$ cat config.mk
export PLATFORM = sky130hd
export DESIGN_NAME = relu_maxpool
export DESIGN_NICKNAME = d
export VERILOG_FILES = /design/src/rtl/cnn_pkg.sv /design/src/rtl/pool_row_buffer.sv /design/src/rtl/relu_maxpool.sv
export SDC_FILE = /design/constraint.sdc
export NUM_CORES = 1
export LEC_CHECK = 0
export CAP_MARGIN = 5
export CORE_MARGIN = 8
export CORE_UTILIZATION = 64
export CTS_CLUSTER_DIAMETER = 200
export CTS_CLUSTER_SIZE = 8
export DETAILED_ROUTE_END_ITERATION = 7
export DONT_BUFFER_PORTS = 1
export PLACE_DENSITY = 0.79
export SLEW_MARGIN = 20
export SYNTH_ARGS = -nofsm -noshare
export SYNTH_HDL_FRONTEND = slang
export SYNTH_SLANG_ARGS = --single-unit
$ cat constraint.sdc
create_clock -name clk -period 5.5 [get_ports clk]
set_input_delay 0.825 -clock clk [delete_from_list [all_inputs] [get_ports clk]]
set_output_delay 0.825 -clock clk [all_outputs]
set_load 0.05 [all_outputs]
$ cat src/rtl/cnn_pkg.sv
// rtl/cnn_pkg.sv - shared CNN defaults and relu/maxpool FSM encoding
package cnn_pkg;

  localparam int DATA_W_DEF = 32;
  localparam int H_DEF      = 26;
  localparam int W_DEF      = 26;

  typedef enum logic [1:0] {
    IDLE = 2'd0,
    RUN  = 2'd1,
    DONE = 2'd2
  } state_t;

endpackage

$ cat src/rtl/pool_row_buffer.sv
// rtl/pool_row_buffer.sv - register row buffer holding even-row pair maxima
module pool_row_buffer
  import cnn_pkg::*;
#(
  parameter int DEPTH  = W_DEF / 2,
  parameter int DATA_W = DATA_W_DEF,
  parameter int AW     = (DEPTH > 1) ? $clog2(DEPTH) : 1
) (
  input  logic                     clk,
  input  logic                     wr_en,
  input  logic [AW-1:0]            wr_addr,
  input  logic signed [DATA_W-1:0] wr_data,
  input  logic [AW-1:0]            rd_addr,
  output logic signed [DATA_W-1:0] rd_data
);

  // No reset: every entry is rewritten on an even row before the odd row reads it.
  logic signed [DATA_W-1:0] mem [DEPTH];

  always_ff @(posedge clk) begin
    if (wr_en) mem[wr_addr] <= wr_data;
  end

  assign rd_data = mem[rd_addr];

endmodule

$ cat src/rtl/relu_maxpool.sv
// rtl/relu_maxpool.sv - streaming ReLU followed by 2x2 stride-2 max pooling
module relu_maxpool
  import cnn_pkg::*;
#(
  parameter int H      = H_DEF,
  parameter int W      = W_DEF,
  parameter int DATA_W = DATA_W_DEF
) (
  input  logic                     clk,
  input  logic                     rst_n,
  input  logic                     start,
  input  logic                     in_valid,
  input  logic signed [DATA_W-1:0] in_data,
  output logic                     in_ready,
  output logic                     out_valid,
  output logic signed [DATA_W-1:0] out_data,
  output logic [7:0]               out_addr,
  output logic                     busy,
  output logic                     done
);

  localparam int CW = (W > 1) ? $clog2(W) : 1;
  localparam int RW = (H > 1) ? $clog2(H) : 1;
  localparam int BD = (W / 2 > 0) ? W / 2 : 1;
  localparam int AW = (BD > 1) ? $clog2(BD) : 1;

  state_t                   state, state_nx;
  logic [CW-1:0]            c;
  logic [RW-1:0]            r;
  logic [7:0]               out_cnt;
  logic                     accept, last_in, buf_wr;
  logic [AW-1:0]            buf_addr;
  logic signed [DATA_W-1:0] relu_val, even_val, pair_max, buf_rd, win_max;

  always_comb begin
    state_nx = state;
    in_ready = 1'b0;
    busy     = 1'b0;
    done     = 1'b0;
    case (state)
      IDLE: if (start) state_nx = RUN;
      RUN: begin
        in_ready = 1'b1;
        busy     = 1'b1;
        if (last_in) state_nx = DONE;
      end
      DONE: begin
        busy     = 1'b1;
        done     = 1'b1;
        state_nx = IDLE;
      end
      default: state_nx = IDLE;
    endcase
  end

  assign accept   = in_valid && in_ready;
  assign last_in  = accept && (c == CW'(W - 1)) && (r == RW'(H - 1));
  assign relu_val = in_data[DATA_W-1] ? '0 : in_data;
  assign pair_max = (relu_val > even_val) ? relu_val : even_val;
  assign win_max  = (buf_rd > pair_max) ? buf_rd : pair_max;
  assign buf_addr = AW'(c >> 1);
  // Odd trailing row/column always lands on an even index, so parity alone drops it.
  assign buf_wr   = accept && c[0] && !r[0];

  pool_row_buffer #(
    .DEPTH  (BD),
    .DATA_W (DATA_W),
    .AW     (AW)
  ) u_row_buf (
    .clk     (clk),
    .wr_en   (buf_wr),
    .wr_addr (buf_addr),
    .wr_data (pair_max),
    .rd_addr (buf_addr),
    .rd_data (buf_rd)
  );

  always_ff @(posedge clk or negedge rst_n) begin
    if (!rst_n) begin
      state     <= IDLE;
      c         <= '0;
      r         <= '0;
      out_cnt   <= '0;
      even_val  <= '0;
      out_valid <= 1'b0;
      out_data  <= '0;
      out_addr  <= '0;
    end else begin
      state     <= state_nx;
      out_valid <= 1'b0;
      if (state == IDLE && start) begin
        c       <= '0;
        r       <= '0;
        out_cnt <= '0;
      end else if (accept) begin
        if (c == CW'(W - 1)) begin
          c <= '0;
          r <= (r == RW'(H - 1)) ? '0 : r + RW'(1);
        end else begin
          c <= c + CW'(1);
        end
        if (!c[0]) begin
          even_val <= relu_val;
        end else if (r[0]) begin
          out_valid <= 1'b1;
          out_data  <= win_max;
          out_addr  <= out_cnt;
          out_cnt   <= out_cnt + 8'd1;
        end
      end
    end
  end

endmodule

==> results.toml, run 1 <==
[place]
port_buffers = 0
gp_congestion = 0.8546
placedInstanceArea_um2 = 23850
hpwl_mm = 34.30
dp.cells = 1918

[drt]
first_pass_iters = 6
drt-initial-drc-count = 1736
wire_per_inst_um = 28.73
ant_nets = 0
avgViaCountPerCell = 6.913
dr_total_vias = 14165
wl_mm = 58.87
drc_errors = 0

[floorplanning]
die_w_um = 205.4
die_h_um = 205.4
core-area_um2 = 35480
rows = 69
initial_core_util_pct = 64.72
io_pins = 80
die_area_um2 = 42200

[worst_setup_path]
path_buf_inv = 4
cp-end-kind = "register"
crit_arrival_ns = 5.63
cpPeakStageDelay_ns = 0.56
critPathLaunch = "even_val[15]$_DFFE_PN0P_"
cp_cell_sequence = "inv_1 > ha_1 > nand4_1 > or3_4 > nor3_4 > nand2_4 > buf_12 > and4_4 > a311oi_2 > ha_1 > a21o_1 > nand3_1 > a21oi_1 > or4b_1 > a22o_1 > buf_4 > nand2b_2 > buf_4 > o211ai_2"
cp.depth = 19
critPathRequiredTime_ns = 5.98
rr_startpoint = "even_val[15]$_DFFE_PN0P_"
cp-endpoint = "out_data[25]$_DFFE_PN0P_"
crit_type = "reg -> reg"
startpoint_type = "register"
cp_top_family = "simple AND/OR/NAND/NOR gates"
timing.reg2reg.setup_slack_ns = 0.35
cp_max_fo = 38
worstRegToRegCells = 19
r2r_end = "out_data[25]$_DFFE_PN0P_"
crit_slowest_cell = "or4b_1"

[layout]
final_area_um2 = 25970
multi_input_area_um2 = 7884
diodes = 0
fillCellCount = 1998
final_net_count = 1638
final_core_util_pct = 73.19
drive_gt1_share_pct = 23.49
final_cell_mix = "edfxtp_1 (403), mux4_2 (124), nand2_1 (119)"
final_common_cell = "edfxtp_1"
regArea_um2 = 14390
fin_cells = 2049
syn2layout_area_growth_pct = 13.09

[flow_run]
drv_cap = 0

[outcome]
status = "finished clean"

[timing]
drv_slew = 0
rsz0062_at_grt = "false"
hold_slack_ns = 0.1467
setup_viol = 0
max_freq_mhz = 194.1
finalHoldViolCount = 0
fin_setup_tns_ns = 0
min_period_over_period_pct = 93.67
tightest_slew_ns = 0.9310
finClkSkew_ns = 0.02812
slew_headroom_pct = 37.78
fin_crit_ns = 5.152

[logic_synthesis]
netlist_area_um2 = 22970
synth.ff_latch_count = 494
synth-main-ff-cell = "edfxtp_1"
synth-seq-area-share_pct = 62.61
yosys_warnings = 0
synth_edf_count = 403
ys_async_sr_fraction_pct = 18.42
yosysUniqueCellTypes = 60
syn_inst = 1491
syn-num-nets = 1598
syn_area_per_cell_um2 = 15.40

[global_routing]
grt_pass1_vias = 14265
grtUsageTotal_pct = 28.20
grt_max_degree = 92
antenna_found_initial = 0
grt_overflow = 0
grt_pass1_wl_mm = 88.63

[clock_tree]
h-tree-depth = 3
cts_buffers = 71
post-cts-setup-buffers = 0
insertion_delay_ns = 0.58
clockRootBuffer = "clkbuf_16"
postCtsHoldBufs = 1
tritoncts = "yes"
clk_pin_slew_worst_paths_ns = 0.05
cts.path.max_buffers = 3
cts_resized = 0
cts.sinks = 494

[hold_path]
min_path_type = "in -> async"

[power]
ir_worst_vdd_v = 0.0004189
power_density_nw_per_um2 = 535.8
leakage_uw = 0.009258
## Yosys cell counts (6+ instances only)
master | number | area (um^2)
edfxtp_1 | 403 | 12100
mux4_2 | 124 | 2793
nand2_1 | 120 | 450.4
nand3_1 | 104 | 520.5
inv_1 | 95 | 356.6
dfrtp_1 | 91 | 2277
ha_1 | 71 | 888.4
clkbuf_1 | 62 | 232.7
nand4_1 | 45 | 281.5
o211ai_1 | 45 | 337.8
o21ai_0 | 40 | 200.2
a21oi_1 | 36 | 180.2
nand2b_1 | 34 | 212.7
nor2_1 | 30 | 112.6
buf_2 | 26 | 130.1
and4_4 | 24 | 270.3
a311oi_4 | 21 | 551.8
o211ai_2 | 20 | 250.2
nor3_1 | 11 | 55.05
a311oi_2 | 9 | 135.1
and4_1 | 7 | 61.31
buf_1 | 6 | 22.52
## worst min path at each step
stage	startpoint	end	cells past startpoint
5_1_grt	rst_n	even_val[5]$_DFFE_PN0P_	1
6_report	rst_n	even_val[5]$_DFFE_PN0P_	1
4_1_cts	rst_n	even_val[7]$_DFFE_PN0P_	1
3_3_place_gp	out_cnt[7]$_DFFE_PN0P_	out_addr[7]$_DFFE_PN0P_	2
3_5_place_dp	out_cnt[7]$_DFFE_PN0P_	out_addr[7]$_DFFE_PN0P_	2
2_1_floorplan	out_cnt[7]$_DFFE_PN0P_	out_addr[7]$_DFFE_PN0P_	2
## area by class of cell
type / instances / area share, %
inverters: 96 / 1.387
multi-input cells: 800 / 30.36
clock buffers: 124 / 7.727
clock inverters: 6 / 0.3324
flip-flops and latches: 494 / 55.40
well taps: 461 / 2.221
repair buffers: 68 / 2.573
## cell families after synthesis
kind of cell / synth area share (%)
adder cells (fa/ha/maj): 3.868
multiplexers: 12.20
AO/OA/AOI/OAI: 7.987
XOR/XNOR: 0.2670
AND/OR/NAND/NOR: 9.507
buffers and inverters: 3.541
flip-flops: 62.61
other: 0.01633
## per-stage QoR
stage	total power, uW	setup slack, ns
global route	14470	0.08332
floorplan	8236	0.4127
finish	13920	0.3480
global placement	9466	0.03856
CTS	13870	0.3990
detailed placement	9666	-0.05100
## flip-flops by register name, indices dropped and copies added (netlist names)
register	count
even_val	31
u_row_buf.mem	403
out_valid	1
r	5
out_data	31
state	2
out_addr	8
c	5
out_cnt	8
## per-layer routing
layer  GRT usage [%]  wire length [um]  vias to the layer above
li1                -                 -                     5928
met1           37.20             22160                     7111
met2           45.13             28270                      938
met3           5.856              5911                      188
met4           12.71              2527                        0
met5               0                 0                        -
## power by group
group          switching, uW  internal, uW
registers                277          4970
logic                   2850          1720
clock network           1620          2470
total                   4750          9160
Note: power is estimated with default switching activity, not from simulation.
==> run 2: changes to the inputs <==
- CTS_CLUSTER_SIZE: 8 -> default
==> run 2 against run 1 <==
Die area unchanged. Final area decreased by 2.1%. Routed wire length decreased by 4.4%. Largest power group unchanged. Setup slack got worse by 0.0086 ns. Sequential share of layout area increased by 1.2 points. Combinational power decreased by 1%. Critical endpoint is now out_data[18]$_DFFE_PN0P_. Non-clock buffer count unchanged. Sequential power about the same.
==> results.toml, run 2 (synthesized netlist as in run 1, its figures left out) <==
[drt]
drc_errors = 0
dr_total_vias = 13830
first_pass_iters = 5
avgViaCountPerCell = 6.881
wl_mm = 56.31
ant_nets = 0
wire_per_inst_um = 28.01
drt-initial-drc-count = 1446

[clock_tree]
tritoncts = "yes"
cts.path.max_buffers = 3
post-cts-setup-buffers = 0
cts.sinks = 494
clk_pin_slew_worst_paths_ns = 0.07
insertion_delay_ns = 0.60
clockRootBuffer = "clkbuf_16"
h-tree-depth = 2
cts_buffers = 49

[layout]
final_cell_mix = "edfxtp_1 (403), mux4_2 (124), nand2_1 (119)"
largestRegisters = "u_row_buf.mem (403), even_val (31), out_data (31)"
drive_gt1_share_pct = 23.37
final_area_um2 = 25430
largest_register_ffs = 403
final_net_count = 1616
final_common_cell = "edfxtp_1"
diodes = 0
syn2layout_area_growth_pct = 10.73
largest_register = "u_row_buf.mem"

[timing]
hold_slack_ns = 0.1181
finalHoldViolCount = 0
setup_viol = 0
finClkSkew_ns = 0.02238
slew_headroom_pct = 37.07
fin_crit_ns = 5.161
max_freq_mhz = 193.8
drv_slew = 0
rsz0062_at_grt = "false"
min_period_over_period_pct = 93.83
tightest_slew_ns = 0.9417

[worst_setup_path]
timing.reg2reg.setup_slack_ns = 0.34
crit_type = "reg -> reg"
crit_slowest_cell = "or4b_1"
cp_max_fo = 38
crit_arrival_ns = 5.66
cpPeakStageDelay_ns = 0.52
critPathRequiredTime_ns = 6.00
startpoint_type = "register"
cp_cell_sequence = "inv_1 > ha_1 > nand4_1 > or3_4 > nor3_4 > nand2_4 > buf_12 > and4_1 > a311oi_2 > ha_1 > a21oi_1 > nand2_1 > a21oi_1 > or4b_1 > a22o_1 > buf_4 > nand2b_2 > buf_4 > o211ai_2"
rr_startpoint = "even_val[15]$_DFFE_PN0P_"
cp-end-kind = "register"
path_buf_inv = 4
cp_top_family = "simple AND/OR/NAND/NOR gates"
critPathLaunch = "even_val[15]$_DFFE_PN0P_"

[place]
hpwl_mm = 34.30
port_buffers = 0
gp_congestion = 0.8546
placedInstanceArea_um2 = 23850

[global_routing]
grtUsageTotal_pct = 27.03
grt_pass1_wl_mm = 85.08
grt_max_degree = 92
grt_pass1_vias = 13882
antenna_found_initial = 0
grt_overflow = 0

[hold_path]
min_path_type = "in -> async"

[outcome]
status = "finished clean"

[floorplanning]
die_w_um = 205.4
rows = 69
io_pins = 80
initial_core_util_pct = 64.72
die_h_um = 205.4
core-area_um2 = 35480
die_area_um2 = 42200

[flow_run]
drv_cap = 0

[power]
ir_worst_vdd_v = 0.0004102
power_density_nw_per_um2 = 512.0
leakage_uw = 0.009023
==> run 2: changes by cell type in the layout (fill, tap and decap cells not counted), moves of 2 or more <==
cell / before / now
bufinv_16: 0 / 3
clkbuf_1: 51 / 11
clkbuf_16: 72 / 49
clkbuf_8: 1 / 3
clkinv_1: 0 / 12
clkinv_2: 0 / 7
clkinv_4: 0 / 2
clkinv_8: 3 / 0
==> run 2: where the power goes <==
part | switching (uW) | total [uW] | leakage [uW] | internal [uW]
sequential | 278 | 5240 | 0.00491 | 4960
combinational | 2800 | 4520 | 0.00335 | 1720
clock | 1430 | 3260 | 0.000759 | 1830
==> run 2: per-stage QoR <==
step                      cells  worst slack [ns]  TNS, ns  util [%]  total power (uW)
after global placement     1918           0.03856        0     67.22              9466
after CTS                  2010            0.3942        0     71.67             12980
after global routing       2010            0.1302        0     71.67             13560
after detailed placement   1918          -0.05100  -0.3879     67.22              9666
after floorplan            1491            0.4127        0         -              8236
final                      2010            0.3394        0     71.67             13020
==> run 2: cell type report <==
| cell class | instances | area [um^2] |
|---|---|---|
| multi-input cells | 800 | 7884 |
| repair buffers | 68 | 668.1 |
| fillers | 2066 | 10050 |
| clock buffers | 63 | 1309 |
| clock inverters | 28 | 244.0 |
| flip-flops and latches | 494 | 14390 |
| well taps | 461 | 576.8 |
| inverters | 96 | 360.3 |
==> run 2: repair_timing <==
action	4_1_cts	5_1_grt
gates resized for setup	0	0
hold endpoints to repair	91	0
endpoints found under the setup margin	0	0
hold buffers	1	0
==> run 2: per-layer routing <==
layer	part of all wire [%]	vias to the layer above	GRT usage, %	wire length, um
met5	0	-	0	0
met4	4.2	0	11.97	2364
met3	9.8	173	5.699	5506
met2	49	817	44.49	27740
met1	37	6959	34.56	20700
li1	-	5881	-	-
==> run 2: path summary, 6_finish.rpt <==
kind | to | depth (start not counted)
setup / recovery | out_data[18]$_DFFE_PN0P_ | 19
hold / removal | even_val[14]$_DFFE_PN0P_ | 1
setup reg to reg | out_data[18]$_DFFE_PN0P_ | 19
hold reg to reg | out_addr[7]$_DFFE_PN0P_ | 2
max in group asynchronous | c[2]$_DFFE_PN0P_ | 1
min in group clk | even_val[11]$_DFFE_PN0P_ | 2
==> run 2: worst reg2reg max path, stage by stage (launching register included) <==
cell and delay (ns):
dfrtp_1 0.43, inv_1 0.07, ha_1 0.32, nand4_1 0.18, or3_4 0.40, nor3_4 0.31
nand2_4 0.21, buf_12 0.25, and4_1 0.25, a311oi_2 0.30, ha_1 0.31, a21oi_1 0.14
nand2_1 0.07, a21oi_1 0.27, or4b_1 0.52, a22o_1 0.23, buf_4 0.16, nand2b_2 0.18
buf_4 0.27, o211ai_2 0.24
